**config.mk**
```make
export PLATFORM = sky130hd
export DESIGN_NAME = alu_top
export DESIGN_NICKNAME = d
export VERILOG_FILES = /design/src/rtl/alu_pkg.sv /design/src/rtl/alu_decoder.sv /design/src/rtl/alu_top.sv
export SDC_FILE = /design/constraint.sdc
export NUM_CORES = 1
export LEC_CHECK = 0
export CAP_MARGIN = 20
export CORE_MARGIN = 1
export CORE_UTILIZATION = 55
export DETAILED_ROUTE_END_ITERATION = 8
export PLACE_DENSITY = 0.8
export SYNTH_ARGS = -nofsm -noshare
export SYNTH_HDL_FRONTEND = slang
export SYNTH_SLANG_ARGS = --single-unit
```
**constraint.sdc**
```tcl
create_clock -name CLK -period 6.5 [get_ports CLK]
set_input_delay 1.3 -clock CLK [delete_from_list [all_inputs] [get_ports CLK]]
set_output_delay 1.3 -clock CLK [all_outputs]
set_load 0.02 [all_outputs]
```
**src/rtl/alu_pkg.sv**
```systemverilog
// Shared constants and types for the registered ALU: unit selects, per-unit opcodes,
// default widths and compare result codes.
package alu_pkg;

    // Default widths
    localparam int unsigned DEF_IN_DATA_WIDTH   = 16;
    localparam int unsigned DEF_ARITH_OUT_WIDTH = 32;
    localparam int unsigned DEF_LOGIC_OUT_WIDTH = 16;
    localparam int unsigned DEF_SHIFT_OUT_WIDTH = 16;
    localparam int unsigned DEF_CMP_OUT_WIDTH   = 3;

    // Unit select, taken from ALU_FUNC[3:2]
    typedef enum logic [1:0] {
        ARITH = 2'b00,
        LOGIC = 2'b01,
        CMP   = 2'b10,
        SHIFT = 2'b11
    } unit_e;

    // One-hot enable bit positions
    localparam int unsigned EN_ARITH = 0;
    localparam int unsigned EN_LOGIC = 1;
    localparam int unsigned EN_CMP   = 2;
    localparam int unsigned EN_SHIFT = 3;

    // Arithmetic opcodes
    localparam logic [1:0] OP_ADD = 2'b00;
    localparam logic [1:0] OP_SUB = 2'b01;
    localparam logic [1:0] OP_MUL = 2'b10;
    localparam logic [1:0] OP_DIV = 2'b11;

    // Logic opcodes
    localparam logic [1:0] OP_AND  = 2'b00;
    localparam logic [1:0] OP_OR   = 2'b01;
    localparam logic [1:0] OP_NAND = 2'b10;
    localparam logic [1:0] OP_NOR  = 2'b11;

    // Compare opcodes
    localparam logic [1:0] OP_CNOP = 2'b00;
    localparam logic [1:0] OP_CEQ  = 2'b01;
    localparam logic [1:0] OP_CGT  = 2'b10;
    localparam logic [1:0] OP_CLT  = 2'b11;

    // Shift opcodes
    localparam logic [1:0] OP_ASHR = 2'b00;
    localparam logic [1:0] OP_ASHL = 2'b01;
    localparam logic [1:0] OP_BSHR = 2'b10;
    localparam logic [1:0] OP_BSHL = 2'b11;

    // Compare result codes
    localparam logic [2:0] CMP_NONE = 3'd0;
    localparam logic [2:0] CMP_EQ   = 3'd1;
    localparam logic [2:0] CMP_GT   = 3'd2;
    localparam logic [2:0] CMP_LT   = 3'd3;

endpackage

```
**src/rtl/alu_decoder.sv**
```systemverilog
// Maps the unit-select field of the function code to four one-hot unit enables.
module alu_decoder
    import alu_pkg::*;
(
    input  logic [1:0] unit_sel_i,
    output logic [3:0] unit_en_o
);

    // Exactly one enable is driven high for every select value
    always_comb begin
        unit_en_o = '0;
        unique case (unit_sel_i)
            ARITH:   unit_en_o[EN_ARITH] = 1'b1;
            LOGIC:   unit_en_o[EN_LOGIC] = 1'b1;
            CMP:     unit_en_o[EN_CMP]   = 1'b1;
            default: unit_en_o[EN_SHIFT] = 1'b1;
        endcase
    end

endmodule

```
**src/rtl/alu_top.sv**
```systemverilog
// Registered 16-bit ALU with arithmetic, logic, compare and shift units. One unit is active
// per cycle; its result and flag are registered, all other unit outputs register as zero.
// Optional divider is compiled in when ALU_DIV_EN is defined; otherwise op 0011 yields 0.
module alu_top
    import alu_pkg::*;
#(
    parameter int unsigned IN_DATA_WIDTH   = DEF_IN_DATA_WIDTH,
    parameter int unsigned ARITH_OUT_WIDTH = DEF_ARITH_OUT_WIDTH,
    parameter int unsigned LOGIC_OUT_WIDTH = DEF_LOGIC_OUT_WIDTH,
    parameter int unsigned SHIFT_OUT_WIDTH = DEF_SHIFT_OUT_WIDTH,
    parameter int unsigned CMP_OUT_WIDTH   = DEF_CMP_OUT_WIDTH
) (
    input  logic                       CLK,
    input  logic                       RST,
    input  logic [IN_DATA_WIDTH-1:0]   A,
    input  logic [IN_DATA_WIDTH-1:0]   B,
    input  logic [3:0]                 ALU_FUNC,
    output logic [ARITH_OUT_WIDTH-1:0] Arith_OUT,
    output logic                       Carry_OUT,
    output logic                       Arith_Flag,
    output logic [LOGIC_OUT_WIDTH-1:0] Logic_OUT,
    output logic                       Logic_Flag,
    output logic [CMP_OUT_WIDTH-1:0]   CMP_OUT,
    output logic                       CMP_Flag,
    output logic [SHIFT_OUT_WIDTH-1:0] Shift_OUT,
    output logic                       Shift_Flag
);

    logic [3:0] unit_en;

    alu_decoder u_decoder (
        .unit_sel_i (ALU_FUNC[3:2]),
        .unit_en_o  (unit_en)
    );

    logic [1:0]                 op;
    logic [IN_DATA_WIDTH:0]     sum;
    logic [IN_DATA_WIDTH-1:0]   a_shl;
    logic [IN_DATA_WIDTH-1:0]   b_shl;

    logic [ARITH_OUT_WIDTH-1:0] arith_d, arith_q;
    logic                       carry_d, carry_q;
    logic [LOGIC_OUT_WIDTH-1:0] logic_d, logic_q;
    logic [CMP_OUT_WIDTH-1:0]   cmp_d, cmp_q;
    logic [SHIFT_OUT_WIDTH-1:0] shift_d, shift_q;
    logic [3:0]                 flags_q;

    assign op    = ALU_FUNC[1:0];
    assign sum   = {1'b0, A} + {1'b0, B};
    // Left shifts drop the MSB so the result stays at operand width
    assign a_shl = {A[IN_DATA_WIDTH-2:0], 1'b0};
    assign b_shl = {B[IN_DATA_WIDTH-2:0], 1'b0};

    // Compute the selected unit's result; every other unit's next value stays zero
    always_comb begin
        arith_d = '0;
        carry_d = 1'b0;
        logic_d = '0;
        cmp_d   = '0;
        shift_d = '0;
        unique case (1'b1)
            unit_en[EN_ARITH]: begin
                unique case (op)
                    OP_ADD: begin
                        arith_d = ARITH_OUT_WIDTH'(sum);
                        carry_d = sum[IN_DATA_WIDTH];
                    end
                    OP_SUB: begin
                        arith_d = ARITH_OUT_WIDTH'(A) - ARITH_OUT_WIDTH'(B);
                        carry_d = (A < B);
                    end
                    OP_MUL: arith_d = ARITH_OUT_WIDTH'(A) * ARITH_OUT_WIDTH'(B);
                    default: begin
`ifdef ALU_DIV_EN
                        arith_d = (B == '0) ? '0 : ARITH_OUT_WIDTH'(A / B);
`else
                        arith_d = '0;
`endif
                    end
                endcase
            end
            unit_en[EN_LOGIC]: begin
                unique case (op)
                    OP_AND:  logic_d = LOGIC_OUT_WIDTH'(A & B);
                    OP_OR:   logic_d = LOGIC_OUT_WIDTH'(A | B);
                    OP_NAND: logic_d = LOGIC_OUT_WIDTH'(~(A & B));
                    default: logic_d = LOGIC_OUT_WIDTH'(~(A | B));
                endcase
            end
            unit_en[EN_CMP]: begin
                unique case (op)
                    OP_CNOP: cmp_d = CMP_OUT_WIDTH'(CMP_NONE);
                    OP_CEQ:  cmp_d = (A == B) ? CMP_OUT_WIDTH'(CMP_EQ) : CMP_OUT_WIDTH'(CMP_NONE);
                    OP_CGT:  cmp_d = (A > B)  ? CMP_OUT_WIDTH'(CMP_GT) : CMP_OUT_WIDTH'(CMP_NONE);
                    default: cmp_d = (A < B)  ? CMP_OUT_WIDTH'(CMP_LT) : CMP_OUT_WIDTH'(CMP_NONE);
                endcase
            end
            default: begin
                unique case (op)
                    OP_ASHR: shift_d = SHIFT_OUT_WIDTH'(A >> 1);
                    OP_ASHL: shift_d = SHIFT_OUT_WIDTH'(a_shl);
                    OP_BSHR: shift_d = SHIFT_OUT_WIDTH'(B >> 1);
                    default: shift_d = SHIFT_OUT_WIDTH'(b_shl);
                endcase
            end
        endcase
    end

    // Output registers; synchronous reset clears results and flags and discards the op
    always_ff @(posedge CLK) begin
        if (RST) begin
            arith_q <= '0;
            carry_q <= 1'b0;
            logic_q <= '0;
            cmp_q   <= '0;
            shift_q <= '0;
            flags_q <= '0;
        end else begin
            arith_q <= arith_d;
            carry_q <= carry_d;
            logic_q <= logic_d;
            cmp_q   <= cmp_d;
            shift_q <= shift_d;
            flags_q <= unit_en;
        end
    end

    assign Arith_OUT  = arith_q;
    assign Carry_OUT  = carry_q;
    assign Arith_Flag = flags_q[EN_ARITH];
    assign Logic_OUT  = logic_q;
    assign Logic_Flag = flags_q[EN_LOGIC];
    assign CMP_OUT    = cmp_q;
    assign CMP_Flag   = flags_q[EN_CMP];
    assign Shift_OUT  = shift_q;
    assign Shift_Flag = flags_q[EN_SHIFT];

endmodule

```
# After elaboration in Yosys (flattened, before gate mapping)
# Index checks and enable logic that the tools add are counted.
[op_classes]
addsub = 2
mux = 12
bitwise = 7
magnitude_cmp = 2
div_mod_pow = 0
shifts = 0
reduce_logical = 7
n_eq_ne = 5
mul = 1
[ops]
columns = ["operator", "n"]
rows = [
  ["$pmux W16 S3", 2],
  ["$pmux W32 S3", 1],
  ["$mul A16 B16 Y32", 1],
  ["$not A16 Y16", 2],
  ["$add A16 B16 Y17", 1],
  ["$sub A16 B16 Y17", 1],
  ["$and A16 B16 Y16", 1],
  ["$eq A16 B16 Y1", 1],
  ["$gt A16 B16 Y1", 1],
  ["$lt A16 B16 Y1", 1],
  ["$or A16 B16 Y16", 1],
  ["$pmux W2 S3", 1],
  ["$reduce_or A2 Y1", 3],
  ["$mux W1", 5],
  ["$eq A2 B1 Y1 const B", 2],
  ["$eq A2 B2 Y1 const B", 2],
  ["$logic_not A2 Y1", 2],
  ["$mux W2", 2],
  ["$reduce_or A4 Y1", 1],
  ["$not A1 Y1", 3],
  ["$reduce_or A3 Y1", 1],
  ["$pmux W1 S2", 1],
]
[totals]
out_inout_bits = 72
memories = 0
latch_bits = 0
ff_bits = 72
mem_bits_ro = 0
mem_bits_rw = 0
word_cells = 42
input_bits = 38

# Longest topological paths before layout
# Gate-level depths: netlist (run 1).
[depth]
depth_word = 4
depth_mapped = 25
mapped_depth_nobuf = 24

# Modules after synthesis
# A second synthesis (run 1) with hierarchy kept.
[unflattened]
cells_unflattened = 1531
hier_area_um2 = 13040.0
[modules_own_cells]
columns = ["mod", "cells_per_inst", "seq_area_each_um2", "n_inst", "area_per_inst_um2"]
rows = [
  ["alu_top", 1527, 1421.4, 1, 13013.7],
  ["alu_decoder", 4, 0.0, 1, 26.3],
]

# Least setup slack after synthesis (run 1)
# No wires, ideal clock.
[synth_path]
path_type = "input -> register"
from = "input B[4]"
to = "register arith_q[30], in the netlist Arith_OUT[30]"
slack_ns = -0.516
arrival_time_ns = 6.887
cell_stages = 24
n_path_buf = 1
setup_ns = 0.129
required_time_ns = 6.371
cell_sequence = "inv_1 buf_1 nor2_1 fa_1 inv_1 fa_1 fa_1 fa_1 inv_1 fa_1 inv_1 fa_1 inv_1 ha_1 and4_1 o2bb2a_1 o31ai_2 o41a_1 a41o_1 nand2_1 a31o_2 o21ai_1 xnor2_1 o21ai_1"
[synth_between]
elab_chain_len = 2
elab_cells_between_ends = 3
cone_classes = "add/sub (1); mul (1); mux (1)"
[synth_rtl]
columns = ["item", "line", "text"]
rows = [
  ["from (decl)", "alu_top.sv:16", "input logic [IN_DATA_WIDTH-1:0] B,"],
  ["$mul A16 B16 Y32 / $sub A16 B16 Y17 (equally long branches)", "alu_top.sv:72, alu_top.sv:69", ""],
  ["$pmux W32 S3 *", "alu_top.sv:63", "unique case (op)"],
  ["to (signal assigned)", "alu_top.sv:119", "arith_q <= arith_d;"],
  ["to (decl)", "alu_top.sv:41", "logic [ARITH_OUT_WIDTH-1:0] arith_d, arith_q;"],
]
# Every way passes the cells marked *; elsewhere a longest branch is shown, timed or not.
# A chain may end at the register's enable or synchronous reset.

# Final worst setup path (run 1)
[layout_path]
from = "input B[6]"
to = "register arith_q[30], in the netlist Arith_OUT[30]"
# Same word-level chain as after synthesis.

==> flow_summary.json, run 1 <==
{
  "yosysSeqAreaShare": 0.114,
  "synth_area_sq_um": 12400,
  "routed.top_layer": "met4",
  "path_clk_slew_ps": 60,
  "violations": "DRC, setup timing",
  "synth_compound_area_frac": 0.0989,
  "wl_per_cell_microns": 19.9,
  "core_area_sq_um": 22000,
  "start_util": 0.565,
  "crit_family": "adder cells",
  "slew_viol_final": 0,
  "rows": 54,
  "fin_setup_tns_ps": -429,
  "io_pins": 110,
  "postPlaceCellArea_sq_um": 15200,
  "slew_headroom": 0.465,
  "wl_met1_mm": 16.1,
  "crit_arrival_ps": 6860,
  "fin_area_sq_um": 16500,
  "final_common_cell": "inv_1",
  "clock_tree.buffer_depth": 2,
  "cpMostUsedCell": "inv_2",
  "die_area_sq_um": 23200,
  "muxShareOfSynthArea": 0.0302,
  "htree_levels": 3,
  "root_buffer": "clkbuf_16",
  "ys_ff_latch": 71,
  "met2WireLength_mm": 19.7,
  "synth_xor_area_frac": 0.0415,
  "syn2layout_area_growth_pct": 32.5,
  "crit_fanout": 3,
  "cts-buffers-inserted": 9,
  "hold-worst-slack_ps": 1340,
  "cpPeakStageDelay_ps": 540,
  "track_usage": 0.365,
  "via_count": 11200,
  "antenna_cells": 0,
  "worst_pin_slew_ps": 801,
  "critPathKind": "input pin to flip-flop",
  "status": "complete, but fails checks",
  "yosysUniqueCellTypes": 66,
  "vias_per_cell": 5.50,
  "drtIter0Drc": 774,
  "max_freq_mhz": 150,
  "period_share": 1.02,
  "worst_path_max_delay_cell": "fa_1",
  "fp.dieH_microns": 152,
  "async_reset_ff_frac": 0,
  "grt_overflow": 0,
  "wl_mm": 40.6,
  "synth_nets": 1845,
  "antenna_found_initial": 0,
  "layout-drive-gt1-share": 0.246,
  "fin_ws_ps": -159,
  "drv_cap": 0,
  "cts_tree": "built",
  "synth_simple_gate_area_frac": 0.138,
  "setup_viol": 5,
  "die_w_microns": 152,
  "detailed_place_hpwl_mm": 33.5,
  "place_inst": 1978,
  "end_kind": "flip-flop",
  "hp-class": "input pin to flip-flop",
  "synth_warnings": 0,
  "hold_viol_final": 0,
  "dr.pass1.iters": 7,
  "fin_crit_ps": 6660,
  "critPathRequiredTime_ps": 6700,
  "layout.nets": 2150,
  "ant_nets": 0,
  "cp.buffers_inverters": 8,
  "grt_pass1_vias": 11800,
  "synth_top_family_by_area": "adder cells",
  "cts.sinks": 71,
  "syn_area_per_cell_sq_um": 8.55,
  "met3_length_mm": 3.00,
  "synth_fa_ha_area_frac": 0.472,
  "grt_pass1_wl_mm": 64.3,
  "synth_cells": 1455,
  "place.gp.congestion": 0.967,
  "fin_cells": 2045,
  "setup.worst_path.start_class": "input pin",
  "grt_max_degree": 65,
  "synth_edf_count": 0,
  "synth-main-ff-cell": "dfxtp_1",
  "grt_setup_unrepaired": "yes",
  "drc_errors": 13,
  "numPortBuffers": 108,
  "final_cell_mix": "inv_1, buf_4, fa_1"
}
## cell type report
cell class                      instances  area (sq um)
Timing Repair Buffer                  356          3150
Fill cell                            1645          5540
Tap cell                              280           350
Clock buffer                            9           225
Sequential cell                        71          1420
Clock inverter                          7          80.1
Inverter                              285          1120
Multi-Input combinational cell       1037         10100
## stage by stage
step | worst slack, ps | utilization
floorplan | 3.14 | -
detailed placement | -1080 | 0.692
CTS | -269 | 0.728
global route | -308 | 0.749
finish | -159 | 0.749
global placement | -973 | 0.692
## path summary, 6_finish.rpt
check | endpoint | start | cells after the start | slack [ps]
max | Arith_OUT[30]$_SDFF_PP0_ | B[6] | 26 | -160
min | CMP_OUT[0]$_SDFF_PP0_ | ALU_FUNC[0] | 2 | 1340
## synthesized netlist by cell type, types with 17 or more instances
cell      count  area, sq um
inv_1       274         1030
fa_1        196         3920
nor2_1      189          709
nand2_1     162          608
ha_1        156         1950
dfxtp_1      71         1420
a21oi_1      68          340
clkbuf_1     52          195
xnor2_1      43          377
o21ai_0      23          115
nor2b_1      20          125
a21o_1       19          143
o21ai_1      17         85.1
## flip-flops by register name (all words and copies together), names as in the netlist
signal,flops
Arith_OUT,32
CMP_OUT,2
Carry_OUT,1
Logic_OUT,16
Shift_OUT,16
flags_q,4
## logic make-up after synthesis
kind of cell    count (synthesis)
mux                            20
buf+inv                       347
simple gates                  415
compound gates                190
fa+ha+maj                     352
other cells                     1
xor+xnor                       59
flops                          71
## routing by layer
layer	up-vias	global-route usage
li1	5138	-
met2	506	0.614
met1	5502	0.462
met5	-	0
met3	98	0.0674
met4	0	0.157
## what timing repair did
action / CTS / global route
buffers inserted: 29 / 26
setup endpoints to repair: 21 / 21
resized for setup: 167 / 130
hold buffers: 0 / 0
cloned: 0 / 0
pin swaps: 68 / 92
Power of run 1 is left out: the tool's default activity adds up to more than one toggle a clock period on the data nets, which glitch-free logic cannot reach.
==> inputs of run 2 (changes only) <==
--- a/config.mk
+++ b/config.mk
@@ -9,7 +9,7 @@
 export CORE_MARGIN = 1
 export CORE_UTILIZATION = 55
 export DETAILED_ROUTE_END_ITERATION = 8
-export PLACE_DENSITY = 0.8
+export PLACE_DENSITY = 0.9
 export SYNTH_ARGS = -nofsm -noshare
 export SYNTH_HDL_FRONTEND = slang
 export SYNTH_SLANG_ARGS = --single-unit
==> flow_summary.json, run 2 (synthesis results as in run 1) <==
{
  "place.gp.congestion": 1.00,
  "antenna_found_initial": 0,
  "antenna_cells": 0,
  "htree_levels": 3,
  "hp-class": "input pin to flip-flop",
  "min-delay-start": "B[5]",
  "wl_per_cell_microns": 20.4,
  "path_cells": "buf_8 -> buf_12 -> buf_6 -> nand2_1 -> fa_1 -> fa_2 -> fa_2 -> fa_1 -> inv_2 -> fa_1 -> inv_1 -> fa_1 -> inv_2 -> ha_4 -> and4_4 -> nand2_4 -> o31ai_4 -> o41a_1 -> a41o_1 -> nand2_2 -> a31o_4 -> o21ai_4 -> xnor2_2 -> o21ai_1",
  "hold_buffers": 0,
  "hold_path_end": "Shift_OUT[4]$_SDFF_PP0_",
  "core_area_sq_um": 22000,
  "cpMostUsedCell": "fa_1",
  "largest_reg_flops": 32,
  "rows": 54,
  "wl_mm": 42.2,
  "root_buffer": "clkbuf_16",
  "hold_viol_final": 0,
  "violations": "DRC, setup timing",
  "ant_nets": 0,
  "final_common_cell": "inv_1",
  "final_util": 0.766,
  "path_clk_slew_ps": 60,
  "detailed_place_hpwl_mm": 32.5,
  "critPathRequiredTime_ps": 6710,
  "period_share": 1.03,
  "fp.dieH_microns": 152,
  "fin_area_sq_um": 16900,
  "status": "complete, but fails checks",
  "fin_crit_ps": 6670,
  "end_kind": "flip-flop",
  "slew_viol_final": 0,
  "die_area_sq_um": 23200,
  "grt_pass1_wl_mm": 66.1,
  "grt_overflow": 0,
  "cpPeakStageDelay_ps": 520,
  "critPathKind": "input pin to flip-flop",
  "slew_headroom": 0.465,
  "die_w_microns": 152,
  "cts.sinks": 71,
  "crit_fanout": 4,
  "postPlaceCellArea_sq_um": 15200,
  "grt_max_degree": 58,
  "fin_ws_ps": -171,
  "syn2layout_area_growth_pct": 35.5,
  "fin_setup_tns_ps": -477,
  "setup_viol": 4,
  "vias_per_cell": 5.65,
  "numPortBuffers": 108,
  "layout-drive-gt1-share": 0.277,
  "start_util": 0.565,
  "drv_cap": 0,
  "worst_pin_slew_ps": 801,
  "grt_setup_unrepaired": "yes",
  "worst_path_max_delay_cell": "fa_1",
  "pre_cts_ws_ps": -1000,
  "drc_errors": 11,
  "drtIter0Drc": 871,
  "via_count": 11700,
  "io_pins": 110,
  "cts-buffers-inserted": 9,
  "grt_pass1_vias": 12400,
  "layout.nets": 2170,
  "crit_arrival_ps": 6880,
  "num-fill-cells": 1398,
  "hold_depth": 3,
  "final_cell_mix": "inv_1, buf_4, fa_1",
  "clock_tree.buffer_depth": 2,
  "max_freq_mhz": 150,
  "track_usage": 0.372,
  "cts_tree": "built",
  "setup.worst_path.start_class": "input pin",
  "dr.pass1.iters": 9
}
==> run 2: cell count changes in the layout (fill, tap and decap cells not counted), moves of 7 or more <==
cell	change
clkbuf_2	-8
buf_6	+7
nand2_1	-7
buf_4	+20
nand2_2	+7
inv_1	-7
==> run 2: area by class of cell <==
cell class / count / area (sq um) / area share
clock inverters: 6 / 70.1 / 0.00415
multi-input cells: 1037 / 10300 / 0.610
well taps: 280 / 350 / 0.0208
inverters: 285 / 1150 / 0.0681
clock buffers: 10 / 229 / 0.0136
repair buffers: 376 / 3360 / 0.199
flip-flops and latches: 71 / 1420 / 0.0843
==> run 2: repair_timing <==
item,4_1_cts,5_1_grt
cloned,1,0
endpoints found under the setup margin,21,15
resized for setup,312,70
buffers inserted,60,13
pin swaps,98,43
==> run 2: worst max-delay path: cells and delay by family <==
kind / cells / cell delay [ps]
fa+ha+maj: 7 / 3120
compound gates: 6 / 1360
buf+inv: 6 / 490
simple gates: 4 / 460
xor+xnor: 1 / 140
==> run 2: metal layers <==
layer  global-route usage  share of wire
met2                0.617           0.47
met3               0.0930          0.098
met4                0.203          0.070
met1                0.444           0.36
met5                    0              0
==> run 2: per-stage QoR <==
stage	cells	hold slack [ps]
after floorplan	1455	1370
after global placement	1976	1920
after detailed placement	1976	1970
after CTS	2053	1490
after global routing	2065	1470
final	2065	1440
==> run 2: worst max path at each step <==
stage / from / to / slack [ps] / cells past startpoint
final: A[8] / Arith_OUT[30]$_SDFF_PP0_ / -170 / 24
after detailed placement: B[7] / Arith_OUT[31]$_SDFF_PP0_ / -1000 / 24
after global routing: A[7] / Arith_OUT[30]$_SDFF_PP0_ / -320 / 25
after global placement: A[10] / Arith_OUT[30]$_SDFF_PP0_ / -940 / 22
after floorplan: B[13] / Arith_OUT[31]$_SDFF_PP0_ / 3 / 22
after CTS: A[7] / Arith_OUT[30]$_SDFF_PP0_ / -130 / 25
Power of run 2 is left out for the same reason.
